File: src/rtl/udm_pkg.sv
// Shared constants and types for the UDM host-to-bus command path.
package udm_pkg;

   localparam int unsigned DEF_ADDR_W = 32;
   localparam int unsigned DEF_DATA_W = 32;
   localparam int unsigned BYTES_A    = DEF_ADDR_W / 8;
   localparam int unsigned BYTES_D    = DEF_DATA_W / 8;

   localparam logic [7:0] CMD_WR_INC       = 8'h81;
   localparam logic [7:0] CMD_RD_INC       = 8'h82;
   localparam logic [7:0] CMD_WR_FIX       = 8'h83;
   localparam logic [7:0] CMD_RD_FIX       = 8'h84;
   localparam logic [7:0] CMD_RST_ASSERT   = 8'h85;
   localparam logic [7:0] CMD_RST_DEASSERT = 8'h86;

   localparam logic [7:0] STATUS_OK      = 8'h00;
   localparam logic [7:0] STATUS_TIMEOUT = 8'h01;

   typedef enum logic [3:0] {
      StIdle,
      StAddr,
      StLen,
      StWdata,
      StBusReq,
      StBusResp,
      StTxData,
      StTxWait,
      StStatus,
      StStatusWait
   } state_e;

endpackage

File: src/rtl/udm_xfer_engine_if.sv
// System-bus request/response bundle driven by the UDM transfer engine.
interface udm_xfer_engine_if
   import udm_pkg::*;
#(
   parameter int unsigned ADDR_W = DEF_ADDR_W,
   parameter int unsigned DATA_W = DEF_DATA_W
);
   logic                req;
   logic                ack;
   logic                we;
   logic [ADDR_W-1:0]   addr;
   logic [DATA_W/8-1:0] be;
   logic [DATA_W-1:0]   wdata;
   logic                resp;
   logic [DATA_W-1:0]   rdata;

   modport master (output req, we, addr, be, wdata, input ack, resp, rdata);
   modport slave (input req, we, addr, be, wdata, output ack, resp, rdata);
endinterface

File: src/rtl/udm_timeout_cnt.sv
// Phase watchdog: counts enabled cycles, expired flags the Limit-th cycle of a phase.
module udm_timeout_cnt #(
   parameter int unsigned Limit = 1024
) (
   input  logic clk,
   input  logic rst,
   input  logic clear,
   input  logic enable,
   output logic expired
);
   localparam int unsigned W = $clog2(Limit + 1);
   localparam logic [W-1:0] Last = W'(Limit - 1);

   logic [W-1:0] cnt_q;

   always_ff @(posedge clk) begin
      if (rst || clear) begin
         cnt_q <= '0;
      end else if (enable && !expired) begin
         cnt_q <= cnt_q + 1'b1;
      end
   end

   assign expired = enable && (cnt_q == Last);
endmodule

File: src/rtl/udm_xfer_engine.sv
// UART-byte command engine: parses host frames into bus bursts and answers with data and status.
module udm_xfer_engine
   import udm_pkg::*;
#(
   parameter int unsigned ADDR_W      = BYTES_A * 8,
   parameter int unsigned DATA_W      = BYTES_D * 8,
   parameter int unsigned LEN_W       = 16,
   parameter int unsigned BUS_TIMEOUT = 1024 * 1024 * 100
) (
   input  logic       clk_i,
   input  logic       rst_i,
   input  logic       rx_done_tick_i,
   input  logic [7:0] rx_din_bi,
   output logic [7:0] tx_dout_bo,
   output logic       tx_start_o,
   input  logic       tx_done_tick_i,
   output logic       rst_o,
   udm_xfer_engine_if.master bus,
   output logic       busy_o
);
   localparam int unsigned NBA = ADDR_W / 8;
   localparam int unsigned NBD = DATA_W / 8;
   localparam int unsigned NBL = LEN_W / 8;

   state_e            state_q;
   logic [7:0]        cmd_q, cnt_q, tx_dout_q, buf_q;
   logic [ADDR_W-1:0] addr_q, addr_nxt;
   logic [LEN_W-1:0]  len_q, len_new;
   logic [DATA_W-1:0] data_q;
   logic              err_q, rst_q, tx_start_q, req_q, we_q, buf_vld_q;

   logic              inc, is_wr, last_word, byte_vld, tmo_en, tmo_clr, expired;
   logic [7:0]        byte_in;
   logic [ADDR_W+7:0] addr_sh;
   logic [LEN_W+7:0]  len_sh;
   logic [DATA_W+7:0] data_sh;

   always_comb begin
      inc       = (cmd_q == CMD_WR_INC) || (cmd_q == CMD_RD_INC);
      is_wr     = (cmd_q == CMD_WR_INC) || (cmd_q == CMD_WR_FIX);
      last_word = (len_q == LEN_W'(1));
      byte_vld  = buf_vld_q || rx_done_tick_i;
      byte_in   = buf_vld_q ? buf_q : rx_din_bi;
      // LSB-first fields: shift each new byte in from the top
      addr_sh   = {rx_din_bi, addr_q};
      len_sh    = {rx_din_bi, len_q};
      data_sh   = {byte_in, data_q};
      len_new   = len_sh[LEN_W+7:8];
      addr_nxt  = inc ? addr_q + ADDR_W'(NBD) : addr_q;
      tmo_en    = (state_q == StBusReq) || (state_q == StBusResp);
      tmo_clr   = !tmo_en || ((state_q == StBusReq) && bus.ack);
   end

   udm_timeout_cnt #(
      .Limit(BUS_TIMEOUT)
   ) u_tmo (
      .clk    (clk_i),
      .rst    (rst_i),
      .clear  (tmo_clr),
      .enable (tmo_en),
      .expired(expired)
   );

   always_ff @(posedge clk_i) begin
      if (rst_i) begin
         state_q    <= StIdle;
         cmd_q      <= '0;
         cnt_q      <= '0;
         tx_dout_q  <= '0;
         buf_q      <= '0;
         addr_q     <= '0;
         len_q      <= '0;
         data_q     <= '0;
         err_q      <= 1'b0;
         rst_q      <= 1'b0;
         tx_start_q <= 1'b0;
         req_q      <= 1'b0;
         we_q       <= 1'b0;
         buf_vld_q  <= 1'b0;
      end else begin
         tx_start_q <= 1'b0;
         unique case (state_q)
            StIdle: begin
               buf_vld_q <= 1'b0;
               if (rx_done_tick_i) begin
                  case (rx_din_bi)
                     CMD_WR_INC, CMD_RD_INC, CMD_WR_FIX, CMD_RD_FIX: begin
                        cmd_q   <= rx_din_bi;
                        cnt_q   <= '0;
                        err_q   <= 1'b0;
                        state_q <= StAddr;
                     end
                     CMD_RST_ASSERT: begin
                        rst_q   <= 1'b1;
                        err_q   <= 1'b0;
                        state_q <= StStatus;
                     end
                     CMD_RST_DEASSERT: begin
                        rst_q   <= 1'b0;
                        err_q   <= 1'b0;
                        state_q <= StStatus;
                     end
                     default: ;
                  endcase
               end
            end
            StAddr: if (rx_done_tick_i) begin
               addr_q <= addr_sh[ADDR_W+7:8];
               if (cnt_q == 8'(NBA - 1)) begin
                  cnt_q   <= '0;
                  state_q <= StLen;
               end else begin
                  cnt_q <= cnt_q + 8'd1;
               end
            end
            StLen: if (rx_done_tick_i) begin
               len_q <= len_new;
               if (cnt_q == 8'(NBL - 1)) begin
                  len_q <= (len_new == '0) ? LEN_W'(1) : len_new;
                  cnt_q <= '0;
                  if (is_wr) begin
                     state_q <= StWdata;
                  end else begin
                     state_q <= StBusReq;
                     req_q   <= 1'b1;
                     we_q    <= 1'b0;
                  end
               end else begin
                  cnt_q <= cnt_q + 8'd1;
               end
            end
            StWdata: if (byte_vld) begin
               data_q    <= data_sh[DATA_W+7:8];
               // A byte arriving while the buffer drains takes its place
               buf_vld_q <= buf_vld_q && rx_done_tick_i;
               buf_q     <= rx_din_bi;
               if (cnt_q == 8'(NBD - 1)) begin
                  cnt_q <= '0;
                  if (err_q) begin
                     len_q  <= len_q - 1'b1;
                     addr_q <= addr_nxt;
                     if (last_word) state_q <= StStatus;
                  end else begin
                     state_q <= StBusReq;
                     req_q   <= 1'b1;
                     we_q    <= 1'b1;
                  end
               end else begin
                  cnt_q <= cnt_q + 8'd1;
               end
            end
            StBusReq: begin
               if (we_q && rx_done_tick_i && !buf_vld_q) begin
                  buf_q     <= rx_din_bi;
                  buf_vld_q <= 1'b1;
               end
               if (bus.ack || expired) begin
                  req_q <= 1'b0;
                  if (!bus.ack) err_q <= 1'b1;
                  if (we_q) begin
                     len_q   <= len_q - 1'b1;
                     addr_q  <= addr_nxt;
                     state_q <= last_word ? StStatus : StWdata;
                  end else if (bus.ack) begin
                     state_q <= StBusResp;
                  end else begin
                     data_q  <= '0;
                     state_q <= StTxData;
                  end
               end
            end
            StBusResp: begin
               if (bus.resp) begin
                  data_q  <= bus.rdata;
                  state_q <= StTxData;
               end else if (expired) begin
                  err_q   <= 1'b1;
                  data_q  <= '0;
                  state_q <= StTxData;
               end
            end
            StTxData: begin
               tx_start_q <= 1'b1;
               tx_dout_q  <= data_q[7:0];
               data_q     <= data_q >> 8;
               cnt_q      <= cnt_q + 8'd1;
               state_q    <= StTxWait;
            end
            StTxWait: if (tx_done_tick_i) begin
               if (cnt_q == 8'(NBD)) begin
                  cnt_q  <= '0;
                  len_q  <= len_q - 1'b1;
                  addr_q <= addr_nxt;
                  if (last_word) begin
                     state_q <= StStatus;
                  end else if (err_q) begin
                     data_q  <= '0;
                     state_q <= StTxData;
                  end else begin
                     state_q <= StBusReq;
                     req_q   <= 1'b1;
                     we_q    <= 1'b0;
                  end
               end else begin
                  state_q <= StTxData;
               end
            end
            StStatus: begin
               tx_start_q <= 1'b1;
               tx_dout_q  <= err_q ? STATUS_TIMEOUT : STATUS_OK;
               state_q    <= StStatusWait;
            end
            StStatusWait: if (tx_done_tick_i) begin
               err_q   <= 1'b0;
               state_q <= StIdle;
            end
            default: state_q <= StIdle;
         endcase
      end
   end

   assign tx_dout_bo = tx_dout_q;
   assign tx_start_o = tx_start_q;
   assign rst_o      = rst_q;
   assign bus.req    = req_q;
   assign bus.we     = we_q;
   assign bus.addr   = addr_q;
   assign bus.be     = '1;
   assign bus.wdata  = data_q;
   assign busy_o     = (state_q != StIdle);
endmodule

File: src/flat_wrapper.sv
// flat-port wrapper written by rule: the top's interface ports become plain ports
module udm_xfer_engine_flat import udm_pkg::*;
#(
   parameter int unsigned ADDR_W      = BYTES_A * 8,
   parameter int unsigned DATA_W      = BYTES_D * 8,
   parameter int unsigned LEN_W       = 16,
   parameter int unsigned BUS_TIMEOUT = 1024 * 1024 * 100
)
  (clk_i, rst_i, rx_done_tick_i, rx_din_bi, tx_dout_bo, tx_start_o, tx_done_tick_i, rst_o, busy_o, bus_req, bus_we, bus_addr, bus_be, bus_wdata, bus_ack, bus_resp, bus_rdata);
  udm_xfer_engine_if #(.ADDR_W(ADDR_W), .DATA_W(DATA_W)) bus_i ();
  input  logic clk_i;
  input  logic rst_i;
  input  logic rx_done_tick_i;
  input  logic [7:0] rx_din_bi;
  output logic [7:0] tx_dout_bo;
  output logic tx_start_o;
  input  logic tx_done_tick_i;
  output logic rst_o;
  output logic busy_o;
  output wire logic [$bits(bus_i.req)-1:0] bus_req;
  output wire logic [$bits(bus_i.we)-1:0] bus_we;
  output wire logic [$bits(bus_i.addr)-1:0] bus_addr;
  output wire logic [$bits(bus_i.be)-1:0] bus_be;
  output wire logic [$bits(bus_i.wdata)-1:0] bus_wdata;
  input wire logic [$bits(bus_i.ack)-1:0] bus_ack;
  input wire logic [$bits(bus_i.resp)-1:0] bus_resp;
  input wire logic [$bits(bus_i.rdata)-1:0] bus_rdata;
  assign bus_req = bus_i.req;
  assign bus_we = bus_i.we;
  assign bus_addr = bus_i.addr;
  assign bus_be = bus_i.be;
  assign bus_wdata = bus_i.wdata;
  assign bus_i.ack = bus_ack;
  assign bus_i.resp = bus_resp;
  assign bus_i.rdata = bus_rdata;
  udm_xfer_engine #(.ADDR_W(ADDR_W), .DATA_W(DATA_W), .LEN_W(LEN_W), .BUS_TIMEOUT(BUS_TIMEOUT)) u_core (.clk_i(clk_i), .rst_i(rst_i), .rx_done_tick_i(rx_done_tick_i), .rx_din_bi(rx_din_bi), .tx_dout_bo(tx_dout_bo), .tx_start_o(tx_start_o), .tx_done_tick_i(tx_done_tick_i), .rst_o(rst_o), .bus(bus_i), .busy_o(busy_o));
endmodule
File: config.mk
export PLATFORM = sky130hd
export DESIGN_NAME = udm_xfer_engine_flat
export DESIGN_NICKNAME = d
export VERILOG_FILES = /design/src/rtl/udm_pkg.sv /design/src/rtl/udm_xfer_engine_if.sv /design/src/rtl/udm_timeout_cnt.sv /design/src/rtl/udm_xfer_engine.sv /design/src/flat_wrapper.sv
export SDC_FILE = /design/constraint.sdc
export NUM_CORES = 1
export LEC_CHECK = 0
export ABC_AREA = 1
export BUFFER_PORTS_ARGS = -buffer_cell sky130_fd_sc_hd__buf_2
export CORE_ASPECT_RATIO = 0.8
export CORE_MARGIN = 2
export CORE_UTILIZATION = 35
export DETAILED_ROUTE_END_ITERATION = 10
export PLACE_DENSITY_LB_ADDON = 0.08
export SYNTH_ARGS = -nofsm -noshare
export SYNTH_HDL_FRONTEND = slang
export SYNTH_HIERARCHICAL = 1
export SYNTH_SLANG_ARGS = --single-unit
File: constraint.sdc
create_clock -name clk_i -period 2.7 [get_ports clk_i]
set_input_delay 0.405 -clock clk_i [delete_from_list [all_inputs] [get_ports clk_i]]
set_output_delay 0.405 -clock clk_i [all_outputs]
set_load 0.1 [all_outputs]
==> results of run 1 <==
==> cells by family (layout without fill, tap and decap cells) <==
kind of cell               Yosys count  in the layout  synth area share
and+or+nand+nor                    987            987             0.437
buffers and inverters              220            346            0.0976
AOI/OAI and AO/OA                  191            191             0.111
DFF                                149            149             0.321
xor gates and xnor gates            26             26            0.0245
adders and majority gates            7              7           0.00942
other                                1              4          0.000403
==> cells in the mapped netlist, types with 2 or more instances <==
cell type	n	area share
nand2_1	476	0.19
nor2_1	334	0.13
inv_1	155	0.063
dfxtp_1	149	0.32
nand3_1	117	0.063
o21ai_0	95	0.051
a21oi_1	58	0.031
buf_2	26	0.014
clkbuf_1	18	0.0073
xor2_1	17	0.016
nand4_1	16	0.011
o21ai_1	13	0.0070
nor3_1	11	0.0059
a211oi_1	10	0.0081
a21oi_2	10	0.0094
inv_2	9	0.0036
nor2_2	9	0.0061
xnor2_1	9	0.0085
ha_1	7	0.0094
nand2_2	7	0.0047
buf_4	6	0.0048
nor2_4	4	0.0048
a31oi_1	3	0.0020
nand2_4	3	0.0036
or2_2	3	0.0020
buf_1	2	0.00081
==> placed cells by master, fill, tap and decap left out, drive strengths merged, types with 2 or more instances in the layout <==
cell type	count
ha	7
nand2	487
o21ai	109
a211oi	10
conb	4
clkinv	4
bufinv	2
xnor2	9
a21oi	68
xor2	17
inv	165
buf	150
nand3	118
nor2	348
or2	3
clkinvlp	3
nor3	12
a31oi	3
clkbuf	22
dfxtp	149
nand4	16
==> flip-flops by register name, summed over array words and instances (netlist names) <==
signal / flops
u_core/bus.addr: 32
u_core/bus.wdata: 32
u_core/u_tmo/cnt_q: 27
u_core/len_q: 16
u_core/buf_q: 8
u_core/cmd_q: 8
u_core/cnt_q: 8
u_core/tx_dout_bo: 8
u_core/state_q: 4
u_core/buf_vld_q: 1
u_core/bus.req: 1
u_core/bus.we: 1
u_core/err_q: 1
u_core/rst_o: 1
u_core/tx_start_o: 1
==> what timing repair did <==
action / in CTS / in global routing
pin swaps: 0 / 2
buffers inserted: 0 / 1
setup endpoints to repair: 1 / 70
gates resized for setup: 1 / 8
==> area by class of cell <==
cell class	instances	area (µm²)	share of cell area
timing repair buffer	150	871	0.0796
clock inverter	8	101	0.00926
multi-input combinational	1215	5440	0.497
tap	357	447	0.0408
inverter	166	628	0.0574
sequential	149	2990	0.273
clock buffer	22	474	0.0433
==> where the power goes <==
| part | internal [mW] | switching, mW |
|---|---|---|
| registers | 2.22 | 0.0330 |
| clock network | 1.42 | 0.979 |
| logic | 0.106 | 0.343 |
==> critical path: stages (launching register included) <==
cell and delay [ns]:
dfxtp_2 0.35, ha_2 0.20, nand2_2 0.07, nor2_4 0.12, nand2_4 0.08, nor2_8 0.15
nand2_2 0.10, nor2_4 0.13, nor2_1 0.05, nand3_1 0.11, nand2_1 0.10, inv_1 0.08
nand3_1 0.12, nor2_4 0.18, buf_4 0.23, nand3_1 0.09, nor2_1 0.13, nor2_1 0.05
==> worst max path at each step <==
stage                                                  start                                   to  cells past startpoint
after detailed placement  u_core/u_tmo/cnt_q[1]$_SDFFE_PP0P_      u_core/bus.addr[9]$_SDFFE_PP0P_                     18
after global placement    u_core/u_tmo/cnt_q[1]$_SDFFE_PP0P_     u_core/bus.addr[14]$_SDFFE_PP0P_                     18
after CTS                 u_core/u_tmo/cnt_q[1]$_SDFFE_PP0P_     u_core/bus.addr[19]$_SDFFE_PP0P_                     17
final                     u_core/u_tmo/cnt_q[1]$_SDFFE_PP0P_     u_core/bus.addr[29]$_SDFFE_PP0P_                     17
after floorplan              u_core/bus.addr[3]$_SDFFE_PP0P_     u_core/bus.addr[24]$_SDFFE_PP0P_                     10
after global routing          u_core/state_q[2]$_SDFFE_PP0P_  u_core/u_tmo/cnt_q[23]$_SDFFE_PP0P_                      8
==> layer usage <==
metal	routed length [µm]	vias up	global-route usage
met2	12700	227	0.330
met3	1440	21	0.0331
met1	14600	4378	0.301
li1	-	5173	-
met5	0	-	0
met4	285	0	0.0555
==> summary.md, run 1 <==
| Metric | Value |
|---|---|
| Outcome | `finished clean` |
| Warnings from Yosys | `6` |
| Hold crit path type | `in2reg` |
| Synthesized area | `slightly above 9000 µm²` |
| Design Area, Final | `10,900 µm²` |
| Final worst slack | `between 0.2 and 0.3 ns` |
| Maxcap violations | `0` |
| Hold Startpoint | `rst_i` |
| CTS Sinks | `149` |
| Per-cell routed wire length | `14.0 µm` |
| Clk pin slew, worst setup/hold paths | `0.07 ns` |
| Critical Path Source Type | `register` |
| Clk Tree Root Cell | `clkbuf_16` |
| Non-filler cells, final | `2,067` |
| Peak VDD IR | `415 µV` |
| Die Area | `around 28,000 µm²` |
| Asr flop ratio synth | `0` |
| Slew headroom | `0.372` |
| Crit Path Class | `reg2reg` |
| Synth Register Bits | `roughly 150` |
| Period utilization | `0.894` |
| Required @ worst endpoint | `around 3.0 ns` |
| Synth Instances | `1,581` |
| Total number of vias | `roughly 10,000` |
| Final Slew Violations | `0` |
| Pleak | `approximately 5.2 nW` |
| Max Clk Rate | `a little over 400 MHz` |
| Drc violations | `0` |
| CTS Buf Count | `17` |
| Total track usage | `0.211` |
| Cells on Worst Hold Path | `2` |
| Min cycle time layout | `2.41 ns` |
| Total power | `roughly 5.1 mW` |
| Vias in the first global route | `8,840` |
| Worst-Margin Slew | `0.938 ns` |
| Final setup vio count | `0` |
| Clk_lat worst skew | `0.44 ns` |
| IO Pins | `127` |
| DP Cell Count | `2,036` |
| Post-synth top flop | `dfxtp_1` |
| Critical path endpoint category | `register` |
| Initial Util | `0.355` |
| Site Rows | `53` |
| Fin util | `0.418` |
| Core box area | `26,200 µm²` |
| Die width | `186 µm` |
| Detail Placement HPWL | `21,600 µm` |
| Port bufs | `122` |
| Pwr dens | `466 nW/µm²` |
| Synth unique cells | `40` |
| Pre-CTS setup slack | `around 0.018 ns` |
| Largest net degree at the start of global routing | `64` |
| Layout Skew | `0.0143 ns` |
| Post-synth EDFFs | `0` |
| Hold buffers post-CTS | `0` |
| Diodes inserted | `0` |
| Via-to-Cell Ratio | `4.74` |
| Hold_ws | `0.296 ns` |
| Syn_area_per_cell | `5.88 µm²` |
| First DRT Iteration DRCs | `just under 700` |
| Layout fillers | `between 2,000 and 3,000` |
| Seq/Total Area, Yosys | `0.321` |
| Global-route wire length before repair | `46,200 µm` |
| GPL Wtd Cong | `about 0.93` |
| Critical Path AT | `2.76 ns` |
| DR pass1 iterations | `5` |
| Layout cells sized above 1 | `0.138` |
| Dpl cell area | `roughly 10,000 µm²` |
| Gr ovfl total | `0` |
| Routed Antenna Nets | `0` |
| Worst r2r path cells | `17` |
| CTS H-tree depth | `4` |
| Crit path max fanout | `12` |
| Die Y | `150 µm` |
| RR Startpoint | `u_core/u_tmo/cnt_q[1]$_SDFFE_PP0P_` |
| Initial antenna violation count | `0` |
| Final hold viol count | `0` |
| Reg2reg end | `u_core/bus.addr[29]$_SDFFE_PP0P_` |
| Clock Path Buffers | `2` |
| TNS Setup | `0 ns` |
| CTS tree | `yes` |
| Hold endpoint | `u_core/bus.wdata[5]$_SDFFE_PP0P_` |
| WL final | `29,000 µm` |
| Area delta synth->final | `17.7%` |
| Nets | `1,752` |
| R2R Setup Slk | `0.29 ns` |
(Power assumes the default switching activity.)
==> run 2, diff against run 1 <==
==> constraint.sdc (replaced) <==
create_clock -name clk_i -period 3.1 [get_ports clk_i]
set_input_delay 0.465 -clock clk_i [delete_from_list [all_inputs] [get_ports clk_i]]
set_output_delay 0.465 -clock clk_i [all_outputs]
set_load 0.1 [all_outputs]
==> summary.md, run 2 (synthesized netlist as in run 1, its figures left out) <==
| Metric | Value |
|---|---|
| Post CTS Setup Buffer Count | `0 (unchanged)` |
| CTS Sinks | `149 (unchanged)` |
| Maxcap violations | `0 (unchanged)` |
| Pleak | `5.12 nW (-0.76%)` |
| Per-cell routed wire length | `13.9 µm (-1.1%)` |
| Initial antenna violation count | `0 (unchanged)` |
| Core box area | `26,200 µm² (unchanged)` |
| Reg2reg end | `u_core/u_tmo/cnt_q[15]$_SDFFE_PP0P_` |
| Largest stage delay, worst path | `0.76 ns (+0.41 ns)` |
| Worst-Margin Slew | `0.987 ns (+0.0484 ns)` |
| Hold endpoint | `u_core/buf_q[6]$_SDFFE_PP0P_` |
| Initial Util | `0.355 (unchanged)` |
| First DRT Iteration DRCs | `731 (+8.0%)` |
| Global-route wire length before repair | `45,900 µm (-0.51%)` |
| WL final | `28,600 µm (-1.6%)` |
| Total track usage | `0.208 (-0.00301)` |
| CP max-delay cell | `nor2_1` |
| Worst path most repeated cell | `nor2_1` |
| Slew headroom | `0.340 (-0.0324)` |
| Clk_lat worst skew | `0.43 ns (about the same)` |
| CTS Buf Count | `17 (unchanged)` |
| Worst r2r path cells | `7 (-10)` |
| Crit Path Class | `reg2reg` |
| Clock Path Buffers | `2 (unchanged)` |
| Critical Path AT | `3.14 ns (+0.38 ns)` |
| CTS tree | `yes` |
| Diodes inserted | `0 (unchanged)` |
| Most common cell after layout, fill and taps aside | `nand2_1` |
| Via-to-Cell Ratio | `4.75 (+0.13%)` |
| Layout cells sized above 1 | `0.131 (-0.00735)` |
| Final setup vio count | `0 (unchanged)` |
| Gr ovfl total | `0 (unchanged)` |
| Clk Tree Root Cell | `clkbuf_16` |
| Critical path endpoint category | `register` |
| Routed Antenna Nets | `0 (unchanged)` |
| Critical Path Source Type | `register` |
| Worst setup path startpoint | `u_core/state_q[2]$_SDFFE_PP0P_` |
| Die Area | `27,900 µm² (unchanged)` |
| GPL Wtd Cong | `0.922 (-0.64%)` |
| Peak VDD IR | `385 µV (-7.4%)` |
| IO Pins | `127 (unchanged)` |
| Die Y | `150 µm (unchanged)` |
| Required @ worst endpoint | `3.44 ns (+0.40 ns)` |
| Min cycle time layout | `2.80 ns (+0.385 ns)` |
| Site Rows | `53 (unchanged)` |
| Cells on Worst Hold Path | `3 (+1)` |
| Final Slew Violations | `0 (unchanged)` |
| DR pass1 iterations | `6 (+1)` |
| Most frequent cells in the layout | `475 x nand2_1, 333 x nor2_1, 154 x inv_1` |
| Period utilization | `0.903 (+0.00879)` |
| Non-filler cells, final | `2,056 (-0.53%)` |
| Hold Startpoint | `rx_din_bi[6]` |
| Hold crit path type | `in2reg` |
| DP Cell Count | `2,026 (-0.49%)` |
| Total number of vias | `9,760 (-0.40%)` |
| Vias in the first global route | `8,837 (-0.034%)` |
| Pwr dens | `423 nW/µm² (-9.3%)` |
| Hold_ws | `0.349 ns (+0.0531 ns)` |
| Clk pin slew, worst setup/hold paths | `0.06 ns (about the same)` |
| RSZ-0062 raised after global routing | `false` |
| RR Startpoint | `u_core/state_q[2]$_SDFFE_PP0P_` |
| Drc violations | `0 (unchanged)` |
| Max Clk Rate | `357 MHz (-14%)` |
| Detail Placement HPWL | `21,100 µm (-2.4%)` |
| Nets | `1,741 (-0.63%)` |
| R2R Setup Slk | `0.30 ns (+0.02 ns)` |
| Die width | `186 µm (unchanged)` |
| Crit path max fanout | `15 (+3)` |
| Worst path cell trace | `nand2_2 > nor2_1 > buf_4 > nand2_1 > nor2_1 > inv_1 > a21oi_1` |
| Largest net degree at the start of global routing | `64 (unchanged)` |
| Final hold viol count | `0 (unchanged)` |
| TNS Setup | `0 ns (unchanged)` |
| Area delta synth->final | `16.9%` |
| CTS H-tree depth | `4 (unchanged)` |
| Outcome | `finished clean` |
| Layout Skew | `0.0130 ns (-0.00133 ns)` |
| Port bufs | `122 (unchanged)` |
## run 2: cell count changes in the layout (fill, tap and decap cells not counted)
cell / before / now
buf_12: 4 / 2
buf_4: 24 / 15
bufinv_16: 2 / 4
clkbuf_1: 2 / 1
clkinv_2: 2 / 3
clkinvlp_4: 3 / 1
dfxtp_1: 147 / 149
dfxtp_2: 2 / 0
ha_1: 6 / 7
ha_2: 1 / 0
nor2_1: 332 / 333
nor2_4: 6 / 5
## run 2: cell type report
cell class | count | area (µm²)
Fill cell | 2886 | 15300
Multi-Input combinational cell | 1215 | 5430
Sequential cell | 149 | 2980
Timing Repair Buffer | 139 | 763
Inverter | 166 | 628
Clock buffer | 21 | 470
Tap cell | 357 | 447
Clock inverter | 9 | 151
## run 2: where the power goes
group / switching [mW] / internal, mW / total (mW)
sequential: 0.0287 / 1.93 / 1.96
combinational: 0.295 / 0.0881 / 0.384
clock: 0.850 / 1.40 / 2.25
total: 1.17 / 3.42 / 4.60
## run 2: metal layers
layer | vias up | GRT usage | share of wire | wire (µm)
li1 | 5162 | - | - | -
met1 | 4320 | 0.302 | 0.50 | 14200
met2 | 242 | 0.317 | 0.43 | 12200
met3 | 36 | 0.0353 | 0.060 | 1710
met4 | 0 | 0.0512 | 0.016 | 450
met5 | - | 0 | 0 | 0
## run 2: through the flow
stage	power, mW	setup slack (ns)	instance area (µm²)	util
finish	4.60	0.300	10900	0.415
CTS	4.65	0.221	10900	0.415
floorplan	2.28	0.620	9310	-
global route	4.76	0.00338	10900	0.415
global placement	2.39	0.360	10200	0.391
detailed placement	2.39	0.246	10200	0.391
## run 2: critical path, delay by kind of cell (launching register included)
family	cells	cell delay, ns
AOI/OAI and AO/OA	1	0.25
DFF	1	0.43
buffers and inverters	2	0.87
and+or+nand+nor	4	1.17
## run 2: worst max path at each step
stage	slack [ns]	depth (start not counted)	end
after global routing	0.003	7	u_core/u_tmo/cnt_q[23]$_SDFFE_PP0P_
after detailed placement	0.25	14	u_core/len_q[3]$_SDFFE_PP0P_
after CTS	0.22	14	u_core/len_q[8]$_SDFFE_PP0P_
after global placement	0.36	14	u_core/len_q[3]$_SDFFE_PP0P_
after floorplan	0.62	10	u_core/bus.addr[24]$_SDFFE_PP0P_
final	0.30	7	u_core/u_tmo/cnt_q[15]$_SDFFE_PP0P_
## run 2: what timing repair did
item,CTS,global route
resized for setup,0,5
hold buffers,0,0
setup endpoints to repair,0,30
==> run 3, diff against run 2 <==
--- a/config.mk
+++ b/config.mk
@@ -11,6 +11,7 @@
 export CORE_MARGIN = 2
 export CORE_UTILIZATION = 35
 export DETAILED_ROUTE_END_ITERATION = 10
+export MAX_ROUTING_LAYER = met4
 export PLACE_DENSITY_LB_ADDON = 0.08
 export SYNTH_ARGS = -nofsm -noshare
 export SYNTH_HDL_FRONTEND = slang
==> summary.md, run 3 (synthesized netlist as in run 1, its figures left out) <==
| Metric | Value |
|---|---|
| Initial Util | `0.355 (unchanged)` |
| Period utilization | `0.883 (-0.0199)` |
| Multi-input logic area | `5430 µm² (unchanged)` |
| Hold Startpoint | `rx_din_bi[6]` |
| Clock Path Buffers | `2 (unchanged)` |
| Worst r2r path cells | `15 (+8)` |
| Die Area | `27,900 µm² (unchanged)` |
| Area delta synth->final | `16.5%` |
| Clk Tree Root Cell | `clkbuf_16` |
| Largest net degree at the start of global routing | `64 (unchanged)` |
| Critical Path AT | `3.07 ns (-0.07 ns)` |
| Pwr dens | `410 nW/µm² (-3.0%)` |
| Hold endpoint | `u_core/buf_q[6]$_SDFFE_PP0P_` |
| Required @ worst endpoint | `3.43 ns (about the same)` |
| Clk_lat worst skew | `0.44 ns (about the same)` |
| Reg2reg end | `u_core/bus.wdata[6]$_SDFFE_PP0P_` |
| Drc violations | `0 (unchanged)` |
| Hold crit path type | `in2reg` |
| GPL Wtd Cong | `0.953 (+3.3%)` |
| Die width | `186 µm (unchanged)` |
| RR Startpoint | `u_core/u_tmo/cnt_q[1]$_SDFFE_PP0P_` |
| Vias in the first global route | `8,609 (-2.6%)` |
| Final hold viol count | `0 (unchanged)` |
| Gr ovfl total | `0 (unchanged)` |
| Core box area | `26,200 µm² (unchanged)` |
| Per-cell routed wire length | `14.1 µm (+1.3%)` |
| Crit path buf inv count | `1 (-1)` |
| CTS tree | `yes` |
| Crit path max fanout | `63 (+48)` |
| Total track usage | `0.217 (+0.00904)` |
| DR pass1 iterations | `7 (+1)` |
| Worst path most repeated cell | `nor2_1` |
| Clk pin slew, worst setup/hold paths | `0.06 ns (about the same)` |
| Worst-Margin Slew | `0.674 ns (-0.313 ns)` |
| CP top delay family | `simple AND/OR/NAND/NOR gates` |
| Pleak | `5.09 nW (-0.67%)` |
| Nets | `1,741 (unchanged)` |
| CTS Sinks | `149 (unchanged)` |
| Sequential cell area | `2980 µm² (unchanged)` |
| Layout cells sized above 1 | `0.132 (+0.00102)` |
| First DRT Iteration DRCs | `782 (+7.0%)` |
| Worst path cell trace | `ha_1 > nand2_2 > nor2_4 > nand2_4 > nor2_8 > nand2_1 > nor2_1 > nor2_1 > nand3_1 > nand2_1 > nor2_1 > nand3_2 > buf_4 > nor2_1 > nor2_1` |
| Slew headroom | `0.550 (+0.210)` |
| Max Clk Rate | `365 MHz (+2.3%)` |
| Total number of vias | `9,746 (-0.14%)` |
| Via-to-Cell Ratio | `4.73 (-0.29%)` |
| Routed Antenna Nets | `0 (unchanged)` |
| Layout fillers | `2,913 (+0.94%)` |
| Detail Placement HPWL | `21,400 µm (+1.6%)` |
| TNS Setup | `0 ns (unchanged)` |
| Largest stage delay, worst path | `0.37 ns (-0.39 ns)` |
| CTS H-tree depth | `4 (unchanged)` |
| Port bufs | `122 (unchanged)` |
| Initial antenna violation count | `1 (+1)` |
| WL final | `29,000 µm (+1.4%)` |
| CTS Buf Count | `17 (unchanged)` |
| Peak VDD IR | `372 µV (-3.4%)` |
| Die Y | `150 µm (unchanged)` |
| Global-route wire length before repair | `45,900 µm (-0.15%)` |
| Final setup vio count | `0 (unchanged)` |
| Final Slew Violations | `0 (unchanged)` |
| Outcome | `finished clean` |
| Critical Path Source Type | `register` |
| CP max-delay cell | `dfxtp_1` |
| Maxcap violations | `0 (unchanged)` |
| RSZ-0062 raised after global routing | `false` |
| Crit Path Class | `reg2reg` |
| Most common cell after layout, fill and taps aside | `nand2_1` |
| Cells on Worst Hold Path | `3 (unchanged)` |
| R2R Setup Slk | `0.36 ns (+0.06 ns)` |
| IO Pins | `127 (unchanged)` |
| Most frequent cells in the layout | `475 x nand2_1, 333 x nor2_1, 154 x inv_1` |
| Hold_ws | `0.342 ns (-0.00784 ns)` |
| Min cycle time layout | `2.74 ns (-0.0618 ns)` |
| Site Rows | `53 (unchanged)` |
| Critical path endpoint category | `register` |
| Layout Skew | `0.0147 ns (+0.00172 ns)` |
==> run 3: metal layers <==
metal	wire length, µm	GRT usage	vias to the layer above
li1	-	-	5167
met1	14700	0.313	4313
met2	12300	0.310	240
met3	1550	0.0394	26
met4	376	0.0543	0
met5	0	-	-
==> run 3: worst max-delay path by stage <==
stage,to,start,depth (start not counted),slack [ns]
floorplan,u_core/bus.addr[24]$_SDFFE_PP0P_,u_core/bus.addr[3]$_SDFFE_PP0P_,10,0.62
global placement,u_core/u_tmo/cnt_q[23]$_SDFFE_PP0P_,u_core/state_q[2]$_SDFFE_PP0P_,7,0.34
detailed placement,u_core/u_tmo/cnt_q[23]$_SDFFE_PP0P_,u_core/state_q[2]$_SDFFE_PP0P_,7,0.25
CTS,u_core/u_tmo/cnt_q[23]$_SDFFE_PP0P_,u_core/state_q[2]$_SDFFE_PP0P_,7,0.22
global route,u_core/bus.addr[6]$_SDFFE_PP0P_,u_core/u_tmo/cnt_q[1]$_SDFFE_PP0P_,17,0.005
finish,u_core/bus.wdata[6]$_SDFFE_PP0P_,u_core/u_tmo/cnt_q[1]$_SDFFE_PP0P_,15,0.36
==> run 3: what timing repair did <==
action / CTS / global route
hold buffers: 0 / 0
setup endpoints to repair: 0 / 19
endpoints found under the hold margin: 0 / 0
gates resized for setup: 0 / 3
setup buffers: 0 / 0
==> run 3: layout make-up <==
cell class | count | area share
Tap cell | 357 | 0.0412
Clock buffer | 18 | 0.0396
Timing Repair Buffer | 139 | 0.0704
Antenna cell | 1 | 0.000231
Multi-Input combinational cell | 1215 | 0.501
Inverter | 166 | 0.0577
Sequential cell | 149 | 0.275
Clock inverter | 14 | 0.0143
==> run 3: worst reg2reg max path, cell delays in order (launching register included) <==
cell	delay, ns
dfxtp_1	0.37
ha_1	0.21
nand2_2	0.08
nor2_4	0.18
nand2_4	0.10
nor2_8	0.14
nand2_1	0.10
nor2_1	0.17
nor2_1	0.06
nand3_1	0.11
nand2_1	0.09
nor2_1	0.26
nand3_2	0.11
buf_4	0.32
nor2_1	0.25
nor2_1	0.07
==> run 3: where the power goes <==
| group | internal, mW | switching (mW) | total, mW | leakage, nW |
|---|---|---|---|---|
| Clock | 1.19 | 0.908 | 2.10 | 0.269 |
| Sequential | 1.93 | 0.0290 | 1.96 | 1.20 |
| Combinational | 0.0885 | 0.296 | 0.385 | 3.62 |
==> run 3: metrics by stage <==
stage	instances	instance area (µm²)	total power, mW	setup WS (ns)	utilization
6_report	2059	10800	4.44	0.362	0.414
5_1_grt	2059	10800	4.63	0.00534	0.414
4_1_cts	2058	10800	4.51	0.220	0.413
3_5_place_dp	2026	10200	2.39	0.246	0.391
3_3_place_gp	2026	10200	2.39	0.343	0.391
2_1_floorplan	1584	9310	2.28	0.620	-
